File: src/rtl/varredura_servo_pkg.sv
// Shared definitions for the servo sweep: FSM state encodings, position limits
// and the default dwell length.
package varredura_servo_pkg;

    typedef enum logic [1:0] {
        INICIAL = 2'b00,
        ESPERA  = 2'b01,
        AVANCA  = 2'b10
    } estado_t;

    localparam logic [2:0] POS_MAX         = 3'd7;
    localparam logic [2:0] POS_MIN         = 3'd0;
    localparam int         M_DWELL_DEFAULT = 100_000_000;

endpackage

File: src/rtl/contador_m.sv
// Modulo-M up counter with synchronous clear; fim flags the terminal count M-1.
module contador_m #(
    parameter int M = 10,
    parameter int N = (M > 1) ? $clog2(M) : 1
) (
    input  logic         clock,
    input  logic         reset,
    input  logic         zera,
    input  logic         conta,
    output logic [N-1:0] Q,
    output logic         fim
);

    localparam logic [N-1:0] Q_MAX = N'(M - 1);

    always_ff @(posedge clock) begin
        if (reset || zera) begin
            Q <= '0;
        end else if (conta) begin
            Q <= (Q == Q_MAX) ? '0 : Q + N'(1);
        end
    end

    assign fim = (Q == Q_MAX);

endmodule

File: src/rtl/varredura_servo.sv
// Triangle sweep of a 3-bit servo position 0..7..0, holding each position for
// M_DWELL cycles and pulsing pronto in the last cycle of every dwell.
module varredura_servo
    import varredura_servo_pkg::*;
#(
    parameter int M_DWELL = M_DWELL_DEFAULT
) (
    input  logic       clock,
    input  logic       reset,
    input  logic       ligar,
    output logic [2:0] posicao,
    output logic       pronto,
    output logic       sentido,
    output logic [1:0] db_estado
);

    localparam int            CW   = (M_DWELL > 2) ? $clog2(M_DWELL) : 1;
    localparam logic [CW-1:0] LAST = CW'(M_DWELL - 2);

    estado_t       estado_reg, estado_next;
    logic [CW-1:0] contagem;
    logic          fim_contagem;
    logic          zera, conta;
    logic [2:0]    posicao_reg;
    logic          sentido_reg;

    // Counts 0..M_DWELL-2 across the ESPERA cycles of one dwell.
    contador_m #(
        .M (M_DWELL - 1),
        .N (CW)
    ) u_contador (
        .clock (clock),
        .reset (reset),
        .zera  (zera),
        .conta (conta),
        .Q     (contagem),
        .fim   (fim_contagem)
    );

    always_ff @(posedge clock) begin
        if (reset) begin
            estado_reg <= INICIAL;
        end else begin
            estado_reg <= estado_next;
        end
    end

    always_comb begin
        estado_next = INICIAL;
        case (estado_reg)
            INICIAL: estado_next = ligar ? ESPERA : INICIAL;
            ESPERA: begin
                if (!ligar)
                    estado_next = INICIAL;
                else if (contagem == LAST)
                    estado_next = AVANCA;
                else
                    estado_next = ESPERA;
            end
            AVANCA:  estado_next = ligar ? ESPERA : INICIAL;
            default: estado_next = INICIAL;
        endcase
    end

    // Counter is cleared on every edge that does not stay in / enter ESPERA,
    // so each ESPERA run starts from zero.
    always_comb begin
        pronto    = (estado_reg == AVANCA);
        db_estado = estado_reg;
        conta     = (estado_reg == ESPERA) && !fim_contagem;
        zera      = (estado_next != ESPERA);
    end

    // Abort and reset both win over the step taken when leaving AVANCA.
    always_ff @(posedge clock) begin
        if (reset || estado_next == INICIAL) begin
            posicao_reg <= POS_MIN;
            sentido_reg <= 1'b1;
        end else if (estado_reg == AVANCA) begin
            if (sentido_reg) begin
                if (posicao_reg == POS_MAX) begin
                    posicao_reg <= POS_MAX - 3'd1;
                    sentido_reg <= 1'b0;
                end else begin
                    posicao_reg <= posicao_reg + 3'd1;
                end
            end else begin
                if (posicao_reg == POS_MIN) begin
                    posicao_reg <= POS_MIN + 3'd1;
                    sentido_reg <= 1'b1;
                end else begin
                    posicao_reg <= posicao_reg - 3'd1;
                end
            end
        end
    end

    assign posicao = posicao_reg;
    assign sentido = sentido_reg;

endmodule

File: config.mk
export PLATFORM = sky130hd
export DESIGN_NAME = varredura_servo
export DESIGN_NICKNAME = d
export VERILOG_FILES = /design/src/rtl/varredura_servo_pkg.sv /design/src/rtl/contador_m.sv /design/src/rtl/varredura_servo.sv
export SDC_FILE = /design/constraint.sdc
export NUM_CORES = 1
export LEC_CHECK = 0
export BUFFER_PORTS_ARGS = -buffer_cell sky130_fd_sc_hd__buf_2
export CAP_MARGIN = 20
export CORE_MARGIN = 2
export CORE_UTILIZATION = 30
export CTS_CLUSTER_DIAMETER = 150
export DETAILED_ROUTE_END_ITERATION = 10
export GPL_ROUTABILITY_DRIVEN = 0
export GPL_TIMING_DRIVEN = 0
export PLACE_DENSITY = 0.55
export SLEW_MARGIN = 20
export SYNTH_ARGS = -nofsm -noshare
export SYNTH_HDL_FRONTEND = slang
export SYNTH_SLANG_ARGS = --single-unit
File: constraint.sdc
create_clock -name clock -period 4 [get_ports clock]
set_input_delay 0.4 -clock clock [delete_from_list [all_inputs] [get_ports clock]]
set_output_delay 0.4 -clock clock [all_outputs]
set_load 0.02 [all_outputs]
Word-level counts from Yosys, hierarchy flattened. Index checks and enable logic that the tools add are counted.

Mux-type cells: 11. Equality and inequality tests: 5. Add/subtract/negate cells: 3. Reductions and logical operators: 8.

Operators by type and width (number): $add A27 B1 Y27 const B (1); $eq A27 B27 Y1 const B (1); $mux W27 (1); $mux W3 (3); $logic_not A2 Y1 (2); $mux W1 (4); $mux W2 (2); $pmux W2 S2 (1); $add A3 B1 Y3 const B (1); $eq A3 B3 Y1 const B (1); $logic_not A3 Y1 (1); $sub A3 B1 Y3 const B (1); $eq A2 B1 Y1 const B (1); $eq A2 B2 Y1 const B (1); $logic_or A1 B1 Y1 (2); $ne A2 B1 Y1 const B (1); $reduce_or A2 Y1 (1); $logic_and A1 B1 Y1 (1); $logic_not A1 Y1 (1).

Output and inout port bits: 7. Bits in registers: 33. Logic and storage cells: 31. Bits of input ports: 3.

Depth between registers and ports, before layout.
Word-level depth: 6. Gate-level depth with buffers: 10. Depth with buffers taken out: 7.

Modules after synthesis. From an unflattened synthesis, not the netlist that was laid out.

Cells, all modules: 214. Area, all modules: 1803.0 sq um.

Modules (own cells, without submodules): contador_m (cells an instance 160, sequential area each 540.5 sq um, times used 1, area each 1340.0 sq um); varredura_servo (cells an instance 54, sequential area each 120.1 sq um, times used 1, area each 462.9 sq um).

Worst setup path before layout. Ideal clock, no wire load.

Path kind: register -> register. Start: register u_contador.Q[25]. End: register u_contador.Q[1]. Buffers on the path: 3. Setup time: 115 ps. Arrival time: 2166 ps. Data required time: 3885 ps. Slack: 1719 ps. Period minus slack after synthesis: 2281 ps. Stages on the path, launching flop included: 9. Cells stage by stage: dfxtp_1 -> or4b_1 -> or4_4 -> buf_6 -> o21ai_4 -> buf_6 -> buf_12 -> mux2i_1 -> nor2_2.

Longest elaborated chain between the ends: 6. Elaborated cells on any way between the ends: 9. Classes of those cells: eq/ne: 2; mux: 4; reduce/logical: 3.

RTL lines: from (decl) (RTL line contador_m.sv:10) `output logic [N-1:0] Q,`; from (signal assigned) (RTL line contador_m.sv:20) `Q <= (Q == Q_MAX) ? '0 : Q + N'(1);`; $eq A27 B27 Y1 * (RTL line contador_m.sv:20, contador_m.sv:24, varredura_servo.sv:55); $mux W2 (RTL line varredura_servo.sv:55) `else if (contagem == LAST)`; $mux W2 (RTL line varredura_servo.sv:53) `if (!ligar)`; $pmux W2 S2 (RTL line varredura_servo.sv:50) `case (estado_reg)`; $ne A2 B1 Y1 (RTL line varredura_servo.sv:71) `zera = (estado_next != ESPERA);`; $logic_or A1 B1 Y1 (RTL line contador_m.sv:17) `if (reset || zera) begin`.

Every way passes the cells marked *; elsewhere a longest branch is shown, timed or not. A chain may end at the register's enable or synchronous reset.

Worst setup path in the final report. Same ends and word-level chain as after synthesis.

==> summary.md <==
| Metric | Value |
|---|---|
| Max reg flops | `27` |
| Setup_tns | `0 ns` |
| Pint | `586.0 uW` |
| Final Skew | `0.009442 ns` |
| CP max stage cell | `or4b_1` |
| Htree depth | `2` |
| Crit. End Element | `register` |
| Number of antenna violations at the first check in global routing | `0` |
| Clock buffer count from CTS | `5` |
| Netlist cell types | `42` |
| # DRC | `0` |
| Fin Hold WS | `0.4299 ns` |
| Total GRT Usage | `0.1296` |
| RSZ-0062 raised after global routing | `false` |
| CP max FO | `10` |
| Met3 wire len | `about 120 um` |
| Worst IR Drop VDD | `0.1966 mV` |
| Top cell type's share of synthesized area | `0.3703` |
| Area delta synth->final | `15.29%` |
| Yosys warning count | `0` |
| Vias in the first global route | `1376` |
| Switching Fraction | `0.2013` |
| Syn Inst Count | `201` |
| Final min period | `between 2 and 3 ns` |
| CP peak stage delay | `between 0.5 and 0.6 ns` |
| Initial Util | `0.3050` |
| Cts hold-fix bufs | `0` |
| Clk slew on worst S/H paths | `0.08 ns` |
| Cell row count | `28` |
| Syn_area_per_cell | `8.877 um^2` |
| Comb pwr share | `0.034` |
| Synth Net Count | `210` |
| Max cap viols | `0` |
| Max Fclk | `approximately 390 MHz` |
| Crit-path most repeated cell | `buf_6` |
| DRT Pass-1 Iters | `4` |
| Mapped Area | `0.001784 mm^2` |
| Vias per cell | `5.126` |
| Clock power share | `0.515` |
| Endpoints failing setup | `0` |
| Total gr overflow | `0` |
| First-pass GRT wire length | `6.672 mm` |
| Synth area leaders | `dfxtp_1 (37%), or4_1 (4.6%), ha_1 (4.2%)` |
| Crit-path cells | `or4b_1 -> or4_4 -> buf_6 -> o21ai_4 -> buf_6 -> buf_12 -> mux2i_1 -> nor2_2` |
| Sequential fraction of the synthesis area | `0.3703` |
| Number of enable-type register cells in the synthesized netlist | `0` |
| Die W | `81.12 um` |
| Static leakage | `0.6829 nW` |
| CTS Buffer Depth | `2` |
| DP Cell Count | `285` |
| Outcome | `completed` |
| Reg power frac | `0.451` |
| Sw power | `147.7 uW` |
| #FFs+latches synth | `33` |
| Worst min path class | `primary input to register` |
| CTS tree | `done` |
| Critical Path AT | `2.72 ns` |
| WL final | `roughly 4 mm` |
| Final net count | `about 230` |
| Worst Setup Path Type | `register to register` |
| PwrDens | `around 360 mW/mm^2` |
| Critical Path RT | `~4.2 ns` |
| # clock sinks | `33` |
| Wire length per cell | `about 13 um` |
| Routed vias | `1502` |
| Worst skew pair latency | `approximately 0.29 ns` |
| Initial DRC count | `98` |
| Largest net degree at the start of global routing | `12` |
| Die footprint | `0.006580 mm^2` |
| Metal-1 WL | `2.041 mm` |
| Final Max Tran Viols | `0` |
| Startpoint types | `register` |
| ANT cells | `0` |
| Synth area leader | `dfxtp_1` |
| Hpwl dp | `~2.7 mm` |
| Port-buffer cells | `9` |
| I/O Pins | `10` |
| DRT antenna net count | `0` |
| Post-synth top flop | `dfxtp_1` |
| Clk root buf | `clkbuf_8` |
| Asr flop ratio synth | `0` |
| Final Util | `0.3516` |
| Fraction of layout cells with a size suffix above 1 | `0.1651` |
| Chip height | `around 81 um` |
| Post-cts resize count | `0` |
| Routed length on met2 | `1.690 mm` |
| Rel. slew slack | `0.5653` |
| Setup Buffers After CTS | `0` |
| Slew @ Worst Pin | `~0.65 ns` |
| Core Box Area | `between 0.005 and 0.006 mm^2` |
| Highest metal used | `met4` |
| Post-route clock period utilization | `0.6345` |
| Non-filler cells, final | `293` |
| Final Hold Vio Count | `0` |
-- metrics by stage --
step / power, mW / cell area [um^2] / setup slack (ns)
2_1_floorplan: 0.3563 / 1784 / 1.719
3_3_place_gp: 0.3638 / 1923 / 1.477
3_5_place_dp: 0.3636 / 1923 / 1.480
4_1_cts: 0.7386 / 2057 / 1.460
5_1_grt: 0.7571 / 2057 / 1.342
6_report: 0.7336 / 2057 / 1.462
-- final timing paths --
check	start	to	depth (start not counted)	slack, ns
max	u_contador.Q[25]	u_contador.Q[1]	8	1.46
min reg2reg	u_contador.Q[5]	u_contador.Q[5]	2	0.50
max reg2reg	u_contador.Q[25]	u_contador.Q[1]	8	1.46
min	ligar	db_estado[1]	3	0.43
-- cells in the mapped netlist (4+ instances only) --
cell     instances
dfxtp_1         33
nor2_1          16
nand3_1         11
or4_1           11
nand4_1          9
o31ai_1          9
a21oi_1          8
inv_1            8
nand2_1          8
a21oi_2          7
and4_1           7
xnor2_1          7
ha_1             6
or3_1            6
xor2_1           6
nor3_1           4
o21ai_0          4
o21ai_1          4
-- critical path: cells and delay by family, from the launching register on --
| family | cells | cell delay (ns) |
|---|---|---|
| AND/OR/NAND/NOR | 3 | 1.08 |
| multiplexers | 1 | 0.21 |
| buffers and inverters | 3 | 0.49 |
| flip-flops | 1 | 0.35 |
| AO/OA/AOI/OAI | 1 | 0.29 |
-- placed cells by master, fill, tap and decap left out, types with 6 or more instances in the layout --
| master | n |
|---|---|
| inv_1 | 8 |
| nand3_1 | 11 |
| nand4_1 | 9 |
| or3_1 | 6 |
| a21oi_2 | 7 |
| dfxtp_1 | 33 |
| and4_1 | 7 |
| buf_2 | 9 |
| or4_1 | 11 |
| xor2_1 | 6 |
| nand2_1 | 8 |
| nor2_1 | 16 |
| ha_1 | 6 |
| o31ai_1 | 9 |
| a21oi_1 | 8 |
| xnor2_1 | 7 |
-- cell type report --
| type | instances | area (um^2) |
|---|---|---|
| Fill cell | 591 | 3794 |
| Clock inverter | 3 | 65.06 |
| Multi-Input combinational cell | 149 | 1010 |
| Clock buffer | 5 | 68.82 |
| Buffer | 9 | 76.32 |
| Tap cell | 75 | 93.84 |
| Inverter | 10 | 37.54 |
| Timing Repair Buffer | 9 | 45.04 |
| Sequential cell | 33 | 660.6 |
-- power groups by stage --
stage	logic [mW]	clock network [mW]	registers (mW)
after global routing	0.0275	0.399	0.331
after detailed placement	0.0253	0	0.338
after floorplan	0.0176	0	0.339
final	0.0249	0.378	0.331
after CTS	0.0254	0.382	0.331
after global placement	0.0254	0	0.338
-- kinds of logic (layout without fill, tap and decap cells) --
logic type,after synthesis,in the layout,share of synthesized area
XOR/XNOR,13,13,0.06382
AND/OR/NAND/NOR,88,88,0.2910
multiplexers,2,2,0.01122
flip-flops,33,33,0.3703
adder cells (fa/ha/maj),6,6,0.04207
buffers and inverters,19,36,0.06382
AO/OA/AOI/OAI,40,40,0.1578
-- per-layer routing --
layer  track usage  vias up
met3       0.03556        5
met2        0.1868       18
met4       0.03729        0
li1              -      779
met1        0.1876      700
met5             0        -
Note: power is estimated with default switching activity, not from simulation.
